===== config.mk =====
export PLATFORM = sky130hd
export DESIGN_NAME = fetch_pc_unit
export DESIGN_NICKNAME = d
export VERILOG_FILES = /design/src/rtl/fetch_pc_unit.sv
export SDC_FILE = /design/constraint.sdc
export NUM_CORES = 2
export LEC_CHECK = 0
export CAP_MARGIN = 20
export CELL_PAD_IN_SITES_DETAIL_PLACEMENT = 0
export CELL_PAD_IN_SITES_GLOBAL_PLACEMENT = 1
export CORE_UTILIZATION = 45
export CTS_CLUSTER_DIAMETER = 200
export DETAILED_ROUTE_END_ITERATION = 12
export PLACE_DENSITY = 0.74
export RECOVER_POWER = 25
export SLEW_MARGIN = 25
export SYNTH_ARGS = -nofsm -noshare
export SYNTH_HDL_FRONTEND = slang
export SYNTH_SLANG_ARGS = --single-unit

===== constraint.sdc =====
create_clock -name clk -period 5.4 [get_ports clk]
set_clock_uncertainty 0.1 [all_clocks]
set_input_delay 0.54 -clock clk [delete_from_list [all_inputs] [get_ports clk]]
set_output_delay 0.54 -clock clk [all_outputs]
set_load 0.01 [all_outputs]

===== src/rtl/fetch_pc_unit.sv =====
// fetch_pc_unit: fetch PC generator with a direct-mapped branch target buffer
module fetch_pc_unit #(
  parameter int WIDTH = 32,
  parameter int BTB_BITS = 6,
  parameter logic [WIDTH-1:0] RESET_PC = '0
) (
  input  logic             clk,
  input  logic             reset,
  input  logic             stall_f,
  input  logic             predict_taken,
  input  logic             ex_is_branch,
  input  logic [WIDTH-1:0] ex_pc,
  input  logic             ex_taken,
  input  logic [WIDTH-1:0] ex_target,
  input  logic             ex_mispredict,
  input  logic [WIDTH-1:0] ex_redirect_pc,
  output logic [WIDTH-1:0] pc_f,
  output logic [WIDTH-1:0] pc_plus4_f,
  output logic             btb_hit_f,
  output logic             pred_taken_f,
  output logic [WIDTH-1:0] pred_target_f
);
  localparam int N = 1 << BTB_BITS;
  localparam int TW = WIDTH - BTB_BITS - 2;
  logic [N-1:0] valid;
  logic [TW-1:0] tag_q [N];
  logic [WIDTH-3:0] tgt_q [N];
  logic [BTB_BITS-1:0] f_idx, ex_idx;
  logic btb_wr;
  logic unused;
  assign unused = ^{ex_pc[1:0], ex_target[1:0]};
  assign f_idx = pc_f[BTB_BITS+1:2];
  assign ex_idx = ex_pc[BTB_BITS+1:2];
  assign btb_wr = ex_is_branch && ex_taken;
  assign pc_plus4_f = pc_f + WIDTH'(4);
  // combinational lookup on pc_f sees the contents before any same-cycle write
  always_comb begin
    btb_hit_f = valid[f_idx] && (tag_q[f_idx] == pc_f[WIDTH-1:BTB_BITS+2]);
    pred_taken_f = btb_hit_f && predict_taken;
    pred_target_f = btb_hit_f ? {tgt_q[f_idx], 2'b00} : pc_plus4_f;
  end
  // next-PC selection and valid bits; mispredict redirect beats a stall
  always_ff @(posedge clk or posedge reset) begin
    if (reset) begin
      pc_f <= RESET_PC;
      valid <= '0;
    end else begin
      if (ex_mispredict) pc_f <= ex_redirect_pc;
      else if (!stall_f) pc_f <= pred_taken_f ? pred_target_f : pc_plus4_f;
      if (btb_wr) valid[ex_idx] <= 1'b1;
    end
  end
  // tag/target storage is gated by valid, so it needs no reset
  always_ff @(posedge clk) begin
    if (btb_wr) begin
      tag_q[ex_idx] <= ex_pc[WIDTH-1:BTB_BITS+2];
      tgt_q[ex_idx] <= ex_target[WIDTH-1:2];
    end
  end
endmodule


==> reports/qor.yml <==
die:
  initial_core_util_pct: 45.34
  die-area_um2: 307800
  num_rows: 202
  die_w_um: 554.8
  die_h_um: 554.8
  core_um2: 303300
  io_pins: 201
global_routing:
  grt_first_pass_wirelength_mm: 574.9
  first_global_vias: 70638
  grt_use_met2_pct: 43.35
  grt_max_degree: 119
  track_usage_pct: 27.15
  gr-usage-met3_pct: 5.246
  use_met1_pct: 35.49
  grt_remaining_overflow: 0
  antenna_found_initial: 28
  grt_busiest_layer: "met2"
setup_path:
  cp.required_ns: 4.76
  r2r_slack_ns: 0.10
  timing.critical_path.buf_inv: 6
  cp_top_family: "simple AND/OR/NAND/NOR gates"
  cp-start-kind: "register"
  worstPathMaxFanout: 8
  crit_path_cell_trace: "buf_4 > or3b_2 > o22ai_1 > nor4_2 > mux2i_1 > nand3b_1 > buf_4 > a2111oi_2 > nand4b_1 > or4b_4 > buf_12 > buf_16 > buf_6 > nor2_4 > nor2_2 > buf_2"
  slowest_delay_ns: 0.71
  cpMaxStageDelayCell: "or3b_2"
  cp_common_cell: "buf_4"
  crit_type: "reg -> out"
  cp_data_arrival_time_ns: 5.14
  cp-end-kind: "output pin"
sta:
  hold_viol: 0
  worstMarginPinSlew_ns: 2.799
  fin_crit_ns: 5.777
  max_freq_mhz: 173.1
  rsz0062_at_grt: "yes"
  finalCritPeriodShare_pct: 107.0
  fin_tns_setup_ns: -10.74
  timing.final.ws_setup_ns: -0.3767
  relSlewSlack_pct: -86.63
  drv_slew: 2405
  setup_viol: 34
synthesis:
  synth.yosys.warnings: 0
  yosys_register_bits: 3552
  synth_area_leaders: "edfxtp_1 (75%), mux4_2 (16%), dfrtp_1 (1.7%)"
  syn-cell-area_um2: 137500
  synth.distinct_cells: 86
  ys.flop_type: "edfxtp_1"
  synth-edff-count: 3456
  synth.avg_cell_area_um2: 23.03
  async_flop_share_pct: 2.703
  seq_area_frac_synth_pct: 77.21
  synth_top_cell_by_area: "edfxtp_1"
  synth_cells: 5972
  synth_top_area_share_pct: 75.46
  syn_nets: 6076
cells_and_area:
  layout-drive-gt1-share_pct: 33.62
  utilization_pct: 53.27
  mostFrequentLayoutCells: "edfxtp_1 (3456), mux4_2 (974), clkbuf_16 (367), buf_4 (308), buf_12 (131)"
  area_growth_pct: 17.49
  final_common_cell: "edfxtp_1"
  nFillCells: 22649
  fin_nets: 6829
detailed_routing:
  first_iter_violations: 11257
  via_count: 71688
  drc_errors: 0
  wl_mm: 422.3
  firstDrtPassIters: 6
  ant_nets: 0
  wl_per_cell_um: 38.37
  vias_per_cell: 6.512
cts:
  cts.sinks: 3552
  clk_pin_slew_ns: 0.07
  cts_buffers: 359
  htreeDepth: 5
  cts_root_buf: "clkbuf_16"
  cts_tree: "built"
  clockBufferDepth: 4
  clk_latency_ns: 0.91
pwr:
  p_per_area_nw_per_um2: 385.3
  peakVddDrop_uv: 278.1
  leakage_nw: 51.26
  finalPower_mw: 62.26
outcome:
  status: "complete, but fails checks"
  violations: "capacitance limit, slew limit, setup timing"
placement:
  pre_cts_slack_ns: -0.2398
  gp_congestion: 0.8281
  place_hpwl_mm: 220.8
  io_buffers: 196
min_path:
  hp-class: "in -> reg"
flow_run:
  cap_viol_max_count: 37
[synthesized netlist by cell type, types with 13 or more instances]
master / count
a21oi_1: 37
a221oi_1: 31
a22o_1: 13
a22oi_1: 46
a31o_1: 28
and3_1: 13
buf_1: 69
buf_2: 67
buf_4: 29
buf_6: 21
clkbuf_1: 139
dfrtp_1: 96
edfxtp_1: 3456
mux2_2: 16
mux2i_1: 104
mux4_1: 29
mux4_2: 967
nand2_1: 103
nand3_1: 38
nand3b_1: 15
nor2_1: 186
nor2b_1: 41
nor3_1: 14
nor4_1: 14
o21ai_0: 27
o22ai_1: 87
or2_2: 68
xnor2_1: 37
[power by group]
group	switching, mW	internal, mW
combinational	4.15	3.49
sequential	0.217	30.5
clock	10.4	13.5
total	14.8	47.5
[repair_timing]
action | 4_1_cts | 5_1_grt
setup endpoints to repair | 57 | 50
hold buffers | 0 | 3
buffers inserted | 61 | 29
pin swaps | 67 | 63
gates resized for setup | 385 | 125
cloned | 21 | 2
endpoints found under the hold margin | 0 | 43
[per-stage QoR]
step                      cell area, um^2  hold WS, ns  std cells
after floorplan                    137500       0.3300       5972
after global placement             147500       0.3430      10229
after detailed placement           147600       0.3467      10230
after CTS                          160800      0.01766      10951
after global routing               161600       0.1002      11002
final                              161600      0.09061      11008
[cell type report]
cell class	count	area [um^2]	share of cell area, %
multi-input combinational	2072	31010	19.20
clock buffer	457	9549	5.910
inverter	10	56.30	0.03485
sequential	3552	106200	65.73
timing repair buffer	730	8160	5.050
antenna	25	62.56	0.03872
clock inverter	184	1554	0.9618
tap	3978	4977	3.080
[routing by layer]
metal | vias up | part of all wire [%]
li1 | 27113 | -
met5 | - | 0.025
met2 | 5032 | 48
met4 | 16 | 5.9
met3 | 999 | 10
met1 | 38528 | 36
[flip-flops by register name (all words and copies together) (netlist names)]
| register | cells |
|---|---|
| valid | 64 |
| tag_q | 1536 |
| pc_f | 32 |
| tgt_q | 1920 |
[cell families after synthesis]
group           count (synthesis)  synth area share [%]
compound gates                351                 1.843
mux                          1117                 17.30
flops                        3552                 77.21
fa+ha+maj                       1              0.009097
buf+inv                       348                 1.296
simple gates                  556                 2.044
xor+xnor                       47                0.2993
[worst paths after layout]
check / from / to / cells after the start
worst max-delay path: pc_f[4]$_DFFE_PP0P_ / pred_target_f[26] / 16
worst min-delay path: stall_f / pc_f[0]$_DFFE_PP0P_ / 3
worst max register to register: pc_f[2]$_DFFE_PP0P_ / pc_f[5]$_DFFE_PP0P_ / 23
worst min register to register: valid[57]$_DFFE_PP0P_ / valid[57]$_DFFE_PP0P_ / 1
max in group asynchronous: reset / valid[31]$_DFFE_PP0P_ / 3
min in group asynchronous: reset / pc_f[3]$_DFFE_PP0P_ / 2
[tightest hold or removal path, cell delays in order]
cell and delay (ns):
buf_2 0.11, nor2_4 0.13, a21oi_1 0.19
Power figures use the tool's default switching activity.
